**src/rtl/counter_share_if.sv**
```systemverilog
// Handshake bundle between two interval clients and the shared-counter controller.
// Requests and lengths flow client -> controller; grants, completions and count flow back.
interface counter_share_if #(
  parameter int unsigned W = 4
);
  logic         req0;
  logic [W-1:0] len0;
  logic         req1;
  logic [W-1:0] len1;
  logic         gnt0;
  logic         gnt1;
  logic         done0;
  logic         done1;
  logic         busy;
  logic [W-1:0] count;

  modport master (
    output req0, len0, req1, len1,
    input  gnt0, gnt1, done0, done1, busy, count
  );

  modport slave (
    input  req0, len0, req1, len1,
    output gnt0, gnt1, done0, done1, busy, count
  );
endinterface

```
**src/rtl/counter_share_ctrl.sv**
```systemverilog
// Round-robin owner of one W-bit up counter shared by two requesters; the owner's
// interval runs count 0..len-1 and ends with a one-cycle done pulse to that owner.
module counter_share_ctrl #(
  parameter int unsigned W = 4
) (
  input  logic             clk,
  input  logic             reset,
  counter_share_if.slave   bus
);

  typedef enum logic [1:0] {
    ST_IDLE = 2'd0,
    ST_RUN  = 2'd1,
    ST_DONE = 2'd2
  } state_e;

  state_e       state_q;
  logic         owner_q;
  logic         last_q;
  logic [W-1:0] len_q;
  logic [W-1:0] count_q;
  logic         gnt0_q;
  logic         gnt1_q;
  logic         done0_q;
  logic         done1_q;
  logic         busy_q;

  logic         any_req_d;
  logic         win1_d;
  logic [W-1:0] len_sel_d;
  logic [W-1:0] len_d;
  logic         own_req_c;
  logic         terminal_c;

  // Arbitration: a lone requester wins; on a tie the one that did not own last wins.
  always_comb begin
    any_req_d  = bus.req0 | bus.req1;
    win1_d     = bus.req1 & (~bus.req0 | ~last_q);
    len_sel_d  = win1_d ? bus.len1 : bus.len0;
    len_d      = (len_sel_d == '0) ? W'(1) : len_sel_d;
    own_req_c  = owner_q ? bus.req1 : bus.req0;
    terminal_c = (count_q == (len_q - W'(1)));
  end

  always_ff @(posedge clk) begin
    if (reset) begin
      state_q <= ST_IDLE;
      owner_q <= 1'b0;
      last_q  <= 1'b1;
      len_q   <= W'(1);
      count_q <= '0;
      gnt0_q  <= 1'b0;
      gnt1_q  <= 1'b0;
      done0_q <= 1'b0;
      done1_q <= 1'b0;
      busy_q  <= 1'b0;
    end else begin
      gnt0_q  <= 1'b0;
      gnt1_q  <= 1'b0;
      done0_q <= 1'b0;
      done1_q <= 1'b0;
      case (state_q)
        ST_IDLE: begin
          if (any_req_d) begin
            state_q <= ST_RUN;
            owner_q <= win1_d;
            last_q  <= win1_d;
            len_q   <= len_d;
            count_q <= '0;
            busy_q  <= 1'b1;
            gnt0_q  <= ~win1_d;
            gnt1_q  <= win1_d;
          end
        end
        ST_RUN: begin
          // A dropped request aborts silently and wins over the terminal count.
          if (!own_req_c) begin
            state_q <= ST_IDLE;
            count_q <= '0;
            busy_q  <= 1'b0;
          end else if (terminal_c) begin
            state_q <= ST_DONE;
            count_q <= '0;
            done0_q <= ~owner_q;
            done1_q <= owner_q;
          end else begin
            count_q <= count_q + W'(1);
          end
        end
        ST_DONE: begin
          state_q <= ST_IDLE;
          busy_q  <= 1'b0;
        end
        default: begin
          state_q <= ST_IDLE;
          count_q <= '0;
          busy_q  <= 1'b0;
        end
      endcase
    end
  end

  assign bus.gnt0  = gnt0_q;
  assign bus.gnt1  = gnt1_q;
  assign bus.done0 = done0_q;
  assign bus.done1 = done1_q;
  assign bus.busy  = busy_q;
  assign bus.count = count_q;

endmodule

```
**src/flat_wrapper.sv**
```systemverilog
// flat-port wrapper written by rule: the top's interface ports become plain ports
module counter_share_ctrl_flat 
#(
  parameter int unsigned W = 4
)
  (clk, reset, bus_req0, bus_len0, bus_req1, bus_len1, bus_gnt0, bus_gnt1, bus_done0, bus_done1, bus_busy, bus_count);
  counter_share_if #(.W(W)) bus_i ();
  input  logic clk;
  input  logic reset;
  input wire logic [$bits(bus_i.req0)-1:0] bus_req0;
  input wire logic [$bits(bus_i.len0)-1:0] bus_len0;
  input wire logic [$bits(bus_i.req1)-1:0] bus_req1;
  input wire logic [$bits(bus_i.len1)-1:0] bus_len1;
  output wire logic [$bits(bus_i.gnt0)-1:0] bus_gnt0;
  output wire logic [$bits(bus_i.gnt1)-1:0] bus_gnt1;
  output wire logic [$bits(bus_i.done0)-1:0] bus_done0;
  output wire logic [$bits(bus_i.done1)-1:0] bus_done1;
  output wire logic [$bits(bus_i.busy)-1:0] bus_busy;
  output wire logic [$bits(bus_i.count)-1:0] bus_count;
  assign bus_i.req0 = bus_req0;
  assign bus_i.len0 = bus_len0;
  assign bus_i.req1 = bus_req1;
  assign bus_i.len1 = bus_len1;
  assign bus_gnt0 = bus_i.gnt0;
  assign bus_gnt1 = bus_i.gnt1;
  assign bus_done0 = bus_i.done0;
  assign bus_done1 = bus_i.done1;
  assign bus_busy = bus_i.busy;
  assign bus_count = bus_i.count;
  counter_share_ctrl #(.W(W)) u_core (.clk(clk), .reset(reset), .bus(bus_i));
endmodule
```
**config.mk**
```make
export PLATFORM = sky130hd
export DESIGN_NAME = counter_share_ctrl_flat
export DESIGN_NICKNAME = d
export VERILOG_FILES = /design/src/rtl/counter_share_if.sv /design/src/rtl/counter_share_ctrl.sv /design/src/flat_wrapper.sv
export SDC_FILE = /design/constraint.sdc
export NUM_CORES = 1
export LEC_CHECK = 0
export CAP_MARGIN = 10
export CORE_MARGIN = 8
export CORE_UTILIZATION = 46
export DETAILED_ROUTE_END_ITERATION = 8
export GPL_ROUTABILITY_DRIVEN = 0
export PLACE_DENSITY = 0.72
export SLEW_MARGIN = 25
export SYNTH_ARGS = -nofsm -noshare
export SYNTH_HDL_FRONTEND = slang
export SYNTH_SLANG_ARGS = --single-unit
```
**constraint.sdc**
```tcl
create_clock -name clk -period 1.7 [get_ports clk]
set_input_delay 0.17 -clock clk [delete_from_list [all_inputs] [get_ports clk]]
set_output_delay 0.17 -clock clk [all_outputs]
set_load 0.02 [all_outputs]
```
# Word level (Yosys, flattened, before mapping)
# Index checks and enable logic that the tools add are counted.
[totals]
regBits = 17
output_inout_bits = 9
word_cells = 53
[classes]
add_sub_neg = 2
eq_ne = 6
muxes = 14
bitwise = 13
reduce_logical = 8
[ops]
columns = ["operator", "count"]
rows = [
  ["2-to-1 mux 4 bit", 5],
  ["one-hot mux 4 bit (3 select lines)", 1],
  ["NOT 1 bit", 10],
  ["AND reduction 2 bit", 4],
  ["2-to-1 mux 2 bit", 3],
  ["adder 4 x 1 -> 4 bit (second input constant)", 1],
  ["equality test 4 bit", 1],
  ["logical NOT 4 bit", 1],
  ["one-hot mux 2 bit (2 select lines)", 1],
  ["OR reduction 4 bit", 1],
  ["subtractor 4 x 1 -> 4 bit (second input constant)", 1],
  ["2-to-1 mux 1 bit", 3],
  ["inequality test 3 bit (second input constant)", 1],
  ["OR reduction 3 bit", 1],
  ["equality test 2 x 1 -> 1 bit (second input constant)", 1],
  ["equality test 2 bit (second input constant)", 1],
  ["logical NOT 2 bit", 1],
  ["inequality test 2 x 1 -> 1 bit (second input constant)", 1],
  ["inequality test 2 bit (second input constant)", 1],
  ["OR 1 bit", 2],
  ["one-hot mux 1 bit (2 select lines)", 1],
  ["AND 1 bit", 1],
]

# Logic depth before layout (Yosys ltp)
# Gate-level depths: netlist of the first run.
[depth]
ltp_word = 6
mapped_depth = 6
mapped_depth_nobuf = 6

# Worst setup path before layout of the first run
# No wires, ideal clock.
[synth_timing]
kind = "reg-to-reg"
from = "register u_core.len_q[0]"
to = "register u_core.count_q[2] (netlist: u_core.bus.count[2])"
arrival_time_ns = 1.359
t_required_ns = 1.571
path_slack_ns = 0.212
path_stages_with_launch = 7
n_path_buf = 0
synth_period_minus_slack_ns = 1.488
cell_sequence = "dfxtp_1 inv_1 ha_1 xor2_1 o211ai_1 o311ai_2 nor2_1"
[synth_between]
elab_chain_cells = 5
[synth_lines]
columns = ["element", "line", "text"]
rows = [
  ["from (decl)", "counter_share_ctrl.sv:20", "logic [W-1:0] len_q;"],
  ["from (signal assigned)", "counter_share_ctrl.sv:68", "len_q <= len_d;"],
  ["subtractor 4 x 1 -> 4 bit", "counter_share_ctrl.sv:42", "terminal_c = (count_q == (len_q - W'(1)));"],
  ["equality test 4 bit", "counter_share_ctrl.sv:42", ""],
  ["2-to-1 mux 4 bit", "counter_share_ctrl.sv:81", "end else if (terminal_c) begin"],
  ["2-to-1 mux 4 bit", "counter_share_ctrl.sv:77", "if (!own_req_c) begin"],
  ["one-hot mux 4 bit (3 select lines)", "counter_share_ctrl.sv:62", "case (state_q)"],
  ["to (signal assigned)", "counter_share_ctrl.sv:87", "count_q <= count_q + W'(1);"],
  ["to (decl)", "counter_share_ctrl.sv:21", "logic [W-1:0] count_q;"],
]
# Every way passes these cells.
# A chain may end at the register's enable or synchronous reset.

# Worst setup path in the final report of the first run
[layout_timing]
from = "register u_core.count_q[0] (netlist: u_core.bus.count[0])"
to = "output bus_count[0]"
[layout_rtl]
columns = ["element", "line", "text"]
rows = [
  ["to (decl)", "flat_wrapper.sv:19", "output wire logic [$bits(bus_i.count)-1:0] bus_count;"],
]
# No word-level cell between the ends.

==> results.txt, run 1 <==
Hold_ws = 475 ps
Clock Latency Late Sink = 290 ps
Post-cts sizing count = 0
Critical path buffer and inverter count = 1
CTS clock-pin slew for the worst setup and hold paths = 100 ps
Slowest stage delay, CP = 660 ps
Top-count cell post-synth = dfxtp_1
CP max stage cell = clkdlybuf4s50_1
R2r endpoint = u_core.bus.count[1]
Min-delay src = bus_len0[3]
Dominant synthesized flop cell = dfxtp_1
RSZ-0062 raised after global routing = false
Maxcap violations = 0
CP arrival = 1400 ps
Top cells by area, synth = dfxtp_1 (43%), nand2_1 (4.7%), xnor2_1 (4.4%)
Detail Placement HPWL = 1370 um
Launching point of the worst reg2reg path = u_core.len_q[1]
Synth-to-layout area growth = 35.9%
Nets = 131
Clock buffer depth = 2
Post-synth ARST share = 0%
Number of global-route vias before repair = 706
Drc violations = 0
Setup TNS = 0 ps
I/O pin total = 21
Initial antenna violation count = 0
HP Class = in -> reg
Adder-cell share of the synthesized area = 3.16%
Power Dens Cells = 870 mW/mm^2
YS warnings = 0
Maximum clock rate = 637 MHz
Initial core utilization = 47.4%
Critical path cell sequence = clkdlybuf4s50_1
IO Port Bufs = 20
CTS root buf = clkbuf_4
Vias = 740
H-tree depth = 1
Post-synth EDFFs = 0
Mapped cell area = 792 um^2
Slew headroom = 69.9%
Endpoint of the worst hold path = u_core.len_q[3]
Cts-stage hold buffer count = 0
Synth unique cells = 31
Yosys top cell area share = 43.0%
Die width = 57.5 um
Clock Skew = 2.39 ps
Critical path class = reg -> out
Syn Nets = 103
Crit Path Max Fanout = 5
Status = finished clean
Global-route wire length before repair = 2970 um
Peak VDD IR = 0.000508 V
CTS tree = done
TritonRoute pass-1 iters = 4
Hold Fails Final Rpt = 0
DR iter-0 viols = 8
Crit. End Element = output pin
Core footprint = 0.00167 mm^2
Largest family of logic cells by synthesized area = simple AND/OR/NAND/NOR gates
R2R cell count = 6
Post-Syn Instances = 89
Leak = 0.414 nW
Final Slew Violations = 0
Antenna-violating nets left = 0
Total routed wirelength = 1720 um
CP Launch Type = flip-flop
Synth Area in Compound Gates = 20.1%
Power, Total = 0.000936 W
Overall global routing resource usage = 11.5%
Wire per inst = 13.0 um
Seq/Total Area, Yosys = 43.0%
# setup viols final = 0
Register-to-register setup slack = 160 ps
Top post-synthesis cells by count = dfxtp_1 (17), nand2_1 (10), nor2_1 (8)
ANT cells = 0
Simple-gate portion of the synthesized area = 21.8%
Num CTS Buffers = 3
Row cnt = 15
Req. time, crit path = 1530 ps
Yosys reg bits = 17
Height of the die = 57.5 um
Vias per cell = 5.56
Crit-path leading delay family = buffers and inverters
Mux contribution to synthesized area = 1.26%
Largest net degree at the start of global routing = 10
Syn avg cell area = 8.90 um^2
Setup repair bufs after CTS = 0
Worst-margin pin slew = 448 ps
Post-layout minimum cycle time = 1570 ps
Fraction of layout cells with a size suffix above 1 = 11.2%
CTS sink cnt = 17
Area leader, netlist = dfxtp_1
Global route overflow = 0
DIE AREA = 0.00331 mm^2
Fin crit share = 92.4%
Post-Synth XOR/XNOR Area = 8.85%
Worst hold stages = 3
[metal layers]
metal  share of wire [%]  track usage, %
met1                  42            11.9
met5                   0               0
met4                 2.6            7.50
met2                  51            19.8
met3                 4.2            3.14
[worst reg2reg max path, stage by stage (launching register included)]
cell and delay (ps):
dfxtp_1 380, inv_1 50, ha_1 280, xor2_1 180, o211ai_1 160, o311ai_4 300
a21oi_1 80
[cell families (layout without fill, tap and decap cells)]
group	count (synthesis)	after routing
muxes	1	1
DFF	17	17
AOI/OAI and AO/OA	23	23
xor gates and xnor gates	8	8
and+or+nand+nor	34	34
adders and majority gates	2	2
buffers and inverters	4	31
[layout make-up]
| type | count | area [um^2] |
|---|---|---|
| Fill cell | 140 | 594 |
| Multi-Input combinational cell | 68 | 447 |
| Sequential cell | 17 | 340 |
| Timing Repair Buffer | 24 | 230 |
| Clock buffer | 4 | 26.3 |
| Tap cell | 17 | 21.3 |
| Inverter | 3 | 11.3 |
[where the power goes]
part	switching (W)	internal [W]	total (W)
logic	0.000139	0.000123	0.000262
clock network	0.000127	0.0000913	0.000218
registers	0.0000262	0.000430	0.000456
[flip-flops by register name (all words and copies together), names as in the netlist]
| register | count |
|---|---|
| u_core.bus.count | 4 |
| u_core.len_q | 4 |
| u_core.state_q | 2 |
| u_core.bus.busy | 1 |
| u_core.bus.done0 | 1 |
| u_core.bus.done1 | 1 |
| u_core.bus.gnt0 | 1 |
| u_core.bus.gnt1 | 1 |
| u_core.last_q | 1 |
| u_core.owner_q | 1 |
[through the flow]
| stage | cell area [um^2] | cells | util (%) | setup WS [ps] |
|---|---|---|---|---|
| after floorplan | 792 | 89 | - | 212 |
| after CTS | 1070 | 133 | 63.8 | 107 |
| after global routing | 1080 | 133 | 64.4 | 50.0 |
| after detailed placement | 1040 | 129 | 62.2 | 68.1 |
| after global placement | 1040 | 129 | 62.2 | 107 |
| final | 1080 | 133 | 64.4 | 129 |
[worst max path at each step]
| stage | startpoint | to | slack [ps] | cells past startpoint |
|---|---|---|---|---|
| 6_report | u_core.bus.count[0] | bus_count[0] | 130 | 1 |
| 5_1_grt | u_core.len_q[1] | u_core.bus.count[1] | 50 | 6 |
| 4_1_cts | u_core.len_q[1] | u_core.bus.count[2] | 110 | 6 |
| 3_5_place_dp | bus_req1 | u_core.bus.count[2] | 70 | 5 |
| 3_3_place_gp | bus_req0 | u_core.owner_q | 110 | 5 |
| 2_1_floorplan | u_core.len_q[0] | u_core.bus.count[2] | 210 | 6 |
[layout by cell type, fill, tap and decap left out, types with 4 or more instances in the layout]
cell and n:
nor3_1 6, a21oi_1 6, xor2_1 4, buf_4 4, dfxtp_1 17, clkdlybuf4s50_1 20, xnor2_1 4, o21ai_0 5
nor2_1 8, nand2_1 10
No activity file was read; power rests on OpenSTA's default activity.
==> run 2: changes to the inputs <==
- PLACE_DENSITY: 0.72 -> 0.86
==> run 2 against run 1 <==
Compared with the run above: power up 0.76%; register-to-register slack worse by 110 ps; critical path depth up 5; final area down 0.81%; final cell count unchanged; die area unchanged; critical path type is now reg -> reg; largest power group unchanged.
==> results.txt, run 2 (synthesis gave the netlist of run 1 again) <==
Status = finished clean
Initial core utilization = 47.4% (unchanged)
Initial antenna violation count = 0 (unchanged)
CTS clock-pin slew for the worst setup and hold paths = 90 ps (about the same)
Maxcap violations = 0 (unchanged)
Nets = 131 (unchanged)
Height of the die = 57.5 um (unchanged)
GR peak layer = met2
CP arrival = 1830 ps (+430 ps)
Clock network fraction of total power = 23.1% (-0.2 points)
IO Port Bufs = 20 (unchanged)
ANT cells = 0 (unchanged)
Filler Cells Inserted = 143 (+2.1%)
PnR worst setup slack = 49.0 ps (-80.1 ps)
Die width = 57.5 um (unchanged)
CTS root buf = clkbuf_4
Global-route wire length before repair = 3030 um (+2.1%)
Power, Total = 0.000943 W (+0.76%)
Cell internal pwr = 0.000650 W (+0.84%)
Vias = 760 (+2.7%)
Final Slew Violations = 0 (unchanged)
Clock buffer depth = 2 (unchanged)
Total routed wirelength = 1810 um (+4.9%)
Clock Latency Late Sink = 290 ps (about the same)
Commonest non-fill, non-tap cells in the layout = clkdlybuf4s50_1 (20), dfxtp_1 (16), nand2_1 (10)
Met2 Resource Use GR = 21.1% (+1.3 points)
Synth-to-layout area growth = 34.8%
Fraction of layout cells with a size suffix above 1 = 12.1% (+0.86 points)
CP Launch Type = flip-flop
Post-layout minimum cycle time = 1650 ps (+80.1 ps)
Clock Skew = 1.76 ps (-0.632 ps)
Antenna-violating nets left = 0 (unchanged)
Global route overflow = 0 (unchanged)
Post-Layout Cell Count = 133 (unchanged)
Post-Place Worst Slack = 66.3 ps (-1.84 ps)
Slew headroom = 75.1% (+5.2 points)
Power Dens Cells = 884 mW/mm^2 (+1.6%)
Peak VDD IR = 0.000609 V (+20%)
Row cnt = 15 (unchanged)
Cell total after placement = 128 (-0.78%)
Psw = 0.000293 W (+0.59%)
Critical path class = reg -> reg
HP Class = in -> reg
# setup viols final = 0 (unchanged)
Setup TNS = 0 ps (unchanged)
DIE AREA = 0.00331 mm^2 (unchanged)
Number of global-route vias before repair = 705 (-0.14%)
Wire per inst = 13.6 um (+4.9%)
Hold Fails Final Rpt = 0 (unchanged)
CTS tree = done
Overall global routing resource usage = 11.8% (+0.26 points)
Largest net degree at the start of global routing = 10 (unchanged)
Crit Path Max Fanout = 4 (-1)
I/O pin total = 21 (unchanged)
Fin crit share = 97.1% (+4.7 points)
Maximum clock rate = 606 MHz (-4.9%)
Met3 Track Usage GR = 2.91% (-0.22 points)
Crit. End Element = flip-flop
Core footprint = 0.00167 mm^2 (unchanged)
H-tree depth = 1 (unchanged)
Req. time, crit path = 1880 ps (+350 ps)
Worst-margin pin slew = 370 ps (-77.9 ps)
Drc violations = 0 (unchanged)
CTS sink cnt = 17 (unchanged)
Post-layout util = 63.9% (-0.52 points)
Leak = 0.413 nW (-0.25%)
DR iter-0 viols = 23 (+15)
Vias per cell = 5.71 (+2.7%)
Most common cell after layout, fill and taps aside = clkdlybuf4s50_1
Sw Share = 31.1% (-0.054 points)
Seq pwr share = 48.7% (about the same)
TritonRoute pass-1 iters = 5 (+1)
Combinational power share = 28.2% (+0.2 points)
Detail Placement HPWL = 1410 um (+2.8%)
Num CTS Buffers = 3 (unchanged)
Met1 Usage GRT = 11.8% (-0.17 points)
-- run 2: cell counts in the layout (fill, tap and decap cells not counted) --
No cell type changed its count.
-- run 2: critical path: stages, from the launching register on --
cell and delay, ps:
dfxtp_2 350, inv_1 40, ha_1 280, xor2_1 210, o211ai_1 160, o311ai_2 410
nor2_1 80
-- run 2: path summary, 6_finish.rpt --
check                         to  cells after the start            start  slack, ps
max reg2reg  u_core.bus.count[2]                      6  u_core.len_q[1]         50
max          u_core.bus.count[2]                      6  u_core.len_q[1]         50
min              u_core.len_q[3]                      3      bus_len0[3]        470
min reg2reg      u_core.len_q[1]                      2  u_core.len_q[1]        510
-- run 2: layer usage --
metal | part of all wire, % | wire, um | vias to the layer above
li1 | - | - | 374
met1 | 39 | 697 | 344
met2 | 53 | 956 | 36
met3 | 5.9 | 106 | 6
met4 | 2.7 | 48 | 0
met5 | 0 | 0 | -
-- run 2: final cells by class --
| class | count | area, um^2 | area share (%) |
|---|---|---|---|
| sequential | 17 | 342 | 32.0 |
| tap | 17 | 21.3 | 1.99 |
| multi-input combinational | 68 | 437 | 40.9 |
| timing repair buffer | 24 | 230 | 21.6 |
| clock buffer | 4 | 26.3 | 2.46 |
| inverter | 3 | 11.3 | 1.06 |
-- run 2: power groups by stage --
stage                     registers (W)  clock network, W  logic (W)
after floorplan                0.000477                 0   0.000146
after CTS                      0.000458          0.000221   0.000254
after global routing           0.000464          0.000232   0.000292
final                          0.000460          0.000218   0.000266
after detailed placement       0.000467                 0   0.000252
after global placement         0.000465                 0   0.000245
-- run 2: stage by stage --
step                cell area (um^2)  hold WS (ps)
floorplan                        792           329
global route                    1070           500
finish                          1070           469
CTS                             1060           470
global placement                1030           482
detailed placement              1030           487
-- run 2: what timing repair did --
item                       CTS  global route
hold buffers                 0             0
setup buffers                0             1
resized for setup            0             1
setup endpoints to repair    0             1
==> run 3: changes to the inputs <==
- SETUP_SLACK_MARGIN: unset -> 0.02
==> run 3 against run 2 <==
Compared with the run above: clock skew fell by 0.87 ps; final area rose by 1.2%; worst hold slack got worse by 1.1 ps; register-to-register slack improved by 40 ps; clock-buffer cell count did not move; sequential power barely moved; critical path type unchanged; core utilization rose by 0.75 points; routed wire length rose by 0.22%; fmax rose by 2.2%; largest power group unchanged; worst setup slack improved by 36 ps; power rose by 0.87%.
==> results.txt, run 3 (synthesis gave the netlist of run 1 again) <==
Nets = 131 (unchanged)
Wire per inst = 13.6 um (+0.22%)
CTS clock-pin slew for the worst setup and hold paths = 90 ps (about the same)
Drc violations = 0 (unchanged)
Leak = 0.413 nW (about the same)
Hold Fails Final Rpt = 0 (unchanged)
Crit. End Element = flip-flop
Initial core utilization = 47.4% (unchanged)
Post-route cell area = 0.00108 mm^2 (+1.2%)
Antenna-violating nets left = 0 (unchanged)
Peak VDD IR = 0.000610 V (+0.22%)
TritonRoute pass-1 iters = 4 (-1)
Clock Skew = 0.891 ps (-0.871 ps)
Die width = 57.5 um (unchanged)
Detail Placement HPWL = 1410 um (unchanged)
CTS root buf = clkbuf_4
Vias per cell = 5.65 (-1.1%)
# setup viols final = 0 (unchanged)
Total routed wirelength = 1810 um (+0.22%)
DIE AREA = 0.00331 mm^2 (unchanged)
Worst-margin pin slew = 407 ps (+36.1 ps)
Overall global routing resource usage = 11.8% (unchanged)
Power Dens Cells = 881 mW/mm^2 (-0.30%)
Maximum clock rate = 619 MHz (+2.2%)
CTS sink cnt = 17 (unchanged)
Largest net degree at the start of global routing = 10 (unchanged)
Crit Path Max Fanout = 4 (unchanged)
Critical path class = reg -> reg
CP Launch Type = flip-flop
I/O pin total = 21 (unchanged)
Clock buffer depth = 2 (unchanged)
Critical Path Start = u_core.len_q[1]
Synth-to-layout area growth = 36.3%
Status = finished clean
Height of the die = 57.5 um (unchanged)
Cell Area, Placed = 0.00103 mm^2 (unchanged)
Global route overflow = 0 (unchanged)
Post-layout minimum cycle time = 1610 ps (-36.2 ps)
Maxcap violations = 0 (unchanged)
Met1 Usage GRT = 11.8% (unchanged)
Setup TNS = 0 ps (unchanged)
Clock Latency Late Sink = 290 ps (about the same)
Num CTS Buffers = 3 (unchanged)
HP Class = in -> reg
Commonest non-fill, non-tap cells in the layout = clkdlybuf4s50_1 (20), dfxtp_1 (16), nand2_1 (10)
Final Slew Violations = 0 (unchanged)
DR iter-0 viols = 22 (-4.3%)
Fraction of layout cells with a size suffix above 1 = 12.9% (+0.86 points)
Fin crit share = 95.0% (-2.1 points)
Vias = 752 (-1.1%)
Global-route wire length before repair = 3030 um (unchanged)
Most common cell after layout, fill and taps aside = clkdlybuf4s50_1
IO Port Bufs = 20 (unchanged)
Met3 Track Usage GR = 2.91% (unchanged)
Req. time, crit path = 1880 ps (about the same)
Initial antenna violation count = 0 (unchanged)
Met2 Resource Use GR = 21.1% (unchanged)
CTS tree = done
Launching point of the worst reg2reg path = u_core.len_q[1]
Number of global-route vias before repair = 705 (unchanged)
H-tree depth = 1 (unchanged)
Row cnt = 15 (unchanged)
ANT cells = 0 (unchanged)
Core footprint = 0.00167 mm^2 (unchanged)
Slew headroom = 72.7% (-2.4 points)
GR peak layer = met2
Min-delay src = bus_len0[3]
CP arrival = 1800 ps (-30 ps)
[run 3: cell types whose count changed in the layout (fill, tap and decap cells not counted)]
cell	before	now
ha_4	0	1
ha_1	2	1
[run 3: repair_timing]
action / in CTS / in global routing
resized for setup: 0 / 2
setup endpoints to repair: 0 / 4
hold buffers: 0 / 0
buffers inserted: 0 / 1
[run 3: power breakdown]
part | leakage [nW] | switching (W) | internal (W)
Sequential | 0.140 | 0.0000290 | 0.000431
Clock | 0.0150 | 0.000127 | 0.0000915
Combinational | 0.258 | 0.000141 | 0.000132
Total | 0.413 | 0.000297 | 0.000654
[run 3: critical path, stage by stage (launching register included)]
cell	delay, ps
dfxtp_2	350
inv_1	60
ha_4	260
xor2_1	180
o211ai_1	150
o311ai_2	410
nor2_1	90
[run 3: routing by layer]
metal	share of wire, %	wire length [um]
met3	5.3	96
met4	3.1	57
met2	50	914
met5	0	0
met1	41	745
[run 3: final timing paths]
check / end / slack (ps) / depth (start not counted)
max: u_core.bus.count[2] / 90 / 6
min: u_core.len_q[3] / 470 / 3
max reg2reg: u_core.bus.count[2] / 90 / 6
min reg2reg: u_core.len_q[1] / 510 / 2
[run 3: metrics by stage]
stage               hold slack, ps  power, W  utilization [%]  instances  worst slack, ps
global route                   500  0.000996             64.6        133            -3.23
finish                         468  0.000952             64.6        133             85.2
global placement               482  0.000710             61.8        128              101
detailed placement             487  0.000719             61.8        128             66.3
CTS                            470  0.000933             63.4        132              101
floorplan                      329  0.000623                -         89              212
[run 3: area by class of cell]
| cell class | count | area, um^2 |
|---|---|---|
| flip-flops and latches | 17 | 342 |
| fillers | 140 | 591 |
| well taps | 17 | 21.3 |
| repair buffers | 24 | 230 |
| multi-input cells | 68 | 449 |
| clock buffers | 4 | 26.3 |
| inverters | 3 | 11.3 |
==> RTL edit (config.mk and constraints of run 3) <==
`W` is set to 4 in 3 places; all go to 3.
--- a/src/rtl/counter_share_if.sv
+++ b/src/rtl/counter_share_if.sv
@@ -3,3 +3,3 @@
 interface counter_share_if #(
-  parameter int unsigned W = 4
+  parameter int unsigned W = 3
 );
--- a/src/rtl/counter_share_ctrl.sv
+++ b/src/rtl/counter_share_ctrl.sv
@@ -3,3 +3,3 @@
 module counter_share_ctrl #(
-  parameter int unsigned W = 4
+  parameter int unsigned W = 3
 ) (
--- a/src/flat_wrapper.sv
+++ b/src/flat_wrapper.sv
@@ -3,3 +3,3 @@
 #(
-  parameter int unsigned W = 4
+  parameter int unsigned W = 3
 )
Ports: changed (resized bus_count, bus_len0 and bus_len1); port bits go from 21 to 18. The function was not compared with the original's and may differ.
==> RTL edit against run 3 <==
- sequential power decreased by 9.8%
- sequential share of layout area increased by 0.97 points
- combinational power decreased by 20%
- synthesized area decreased by 14%
- worst hold slack improved by 0.038 ns
- worst setup slack improved by 0.11 ns
- register-to-register slack improved by 0.24 ns
- cell area decreased by 15%
- die area decreased by 10%
- routed wire length decreased by 16%
- sequential cell count decreased by 2
- power decreased by 12%
- critical endpoint is now bus_count[0]
- largest power group unchanged
==> RTL edit: results (changes against run 3) <==
synth_fp_nets: 82  # was 103
viasPerCell: 5.44  # was 5.65
grt_pass1_vias: 563  # was 705
crit_family: "buffers and inverters"  # was compound AO/OA/AOI/OAI gates
avgRoutedWirePerCell_um: 14.0  # was 13.6 um
ys_top_cells_by_count: "15 x dfxtp_1, 10 x nor2_1, 5 x inv_1"  # was 17 x dfxtp_1, 10 x nand2_1, 8 x nor2_1
cts_resized: 0  # unchanged
status: "finished, final reports clean"  # unchanged
hold_class: "flop to flop"  # was input pin to flop
nets: 106  # was 131
met3_usage_pct: 2.17  # was 2.91%
drtIter0Drc: 12  # was 22
synth_cell_types: 32  # was 31
reg2reg_to: "u_core.state_q[0]"  # was u_core.bus.count[2]
use_met2_pct: 18.9  # was 21.1%
vdd_drop_max_mv: 0.471  # was 0.610 mV
p_leak_nw: 0.386  # was 0.413 nW
ys_top_cells_by_area: "dfxtp_1 44%, nor2_1 5.5%, xor2_1 3.9%, ha_1 3.7%, xnor3_1 3.3%"  # was dfxtp_1 43%, nand2_1 4.7%, xnor2_1 4.4%, xor2_1 4.4%, a21oi_1 3.8%
cp.arrival_ns: 1.34  # was 1.80 ns
ys_seq_area_share_pct: 44.0  # was 43.0%
grt_pass1_wl_mm: 2.49  # was 3.03 mm
slowest_delay_ns: 0.64  # was 0.41 ns
crit_type: "flop to primary output"  # was flop to flop
grt_use_total_pct: 11.7  # was 11.8%
io_buffer_count: 17  # was 20
==> RTL edit: cells by family after synthesis <==
family	Yosys count	share of synthesized area (%)
muxes	2	3.12
DFF	15	44.0
adders and majority gates	2	3.67
and+or+nand+nor	23	16.3
buffers and inverters	7	4.04
AOI/OAI and AO/OA	17	21.7
xor gates and xnor gates	4	7.16
==> RTL edit: worst min-delay path by stage <==
stage	startpoint	to	slack, ns	cells past startpoint
floorplan	bus_req0	u_core.last_q	0.35	2
global placement	u_core.owner_q	u_core.bus.done0	0.49	1
detailed placement	u_core.owner_q	u_core.bus.done0	0.49	1
CTS	u_core.owner_q	u_core.bus.done0	0.50	1
global route	u_core.owner_q	u_core.bus.done0	0.53	1
finish	u_core.owner_q	u_core.bus.done0	0.51	1
==> RTL edit: worst register-to-register path, stage by stage, from the launching register on <==
cell and delay, ns:
dfxtp_1 0.38, inv_1 0.06, ha_1 0.30, xor2_1 0.17, nand3_2 0.13, nand2b_1 0.14, o21ai_0 0.09
==> RTL edit: cell type report <==
| type | instances | area, um^2 |
|---|---|---|
| clock buffers | 3 | 22.5 |
| flip-flops and latches | 15 | 300 |
| multi-input cells | 48 | 354 |
| clock inverters | 1 | 5.00 |
| inverters | 5 | 18.8 |
| well taps | 16 | 20.0 |
| fillers | 117 | 533 |
| repair buffers | 21 | 200 |
==> RTL edit: power breakdown <==
part | total (mW) | switching [mW] | internal, mW | leakage (nW)
sequential | 0.415 | 0.0306 | 0.384 | 0.123
clock | 0.203 | 0.115 | 0.0876 | 0.0177
combinational | 0.219 | 0.109 | 0.110 | 0.245
==> RTL edit: per-stage QoR <==
stage / std cells / utilization (%) / cell area [um^2] / setup WS (ns) / power [mW]
finish: 109 / 63.3 / 921 / 0.194 / 0.837
global route: 109 / 63.3 / 921 / 0.126 / 0.885
CTS: 109 / 63.3 / 921 / 0.173 / 0.845
detailed placement: 105 / 61.4 / 893 / 0.0230 / 0.642
global placement: 105 / 61.4 / 893 / 0.110 / 0.633
floorplan: 70 / - / 682 / 0.383 / 0.559
==> RTL edit: metal layers <==
layer,part of all wire (%),vias to the layer above
met5,0,-
met4,3.9,0
met3,4.5,7
met2,52,15
met1,40,273
li1,-,298
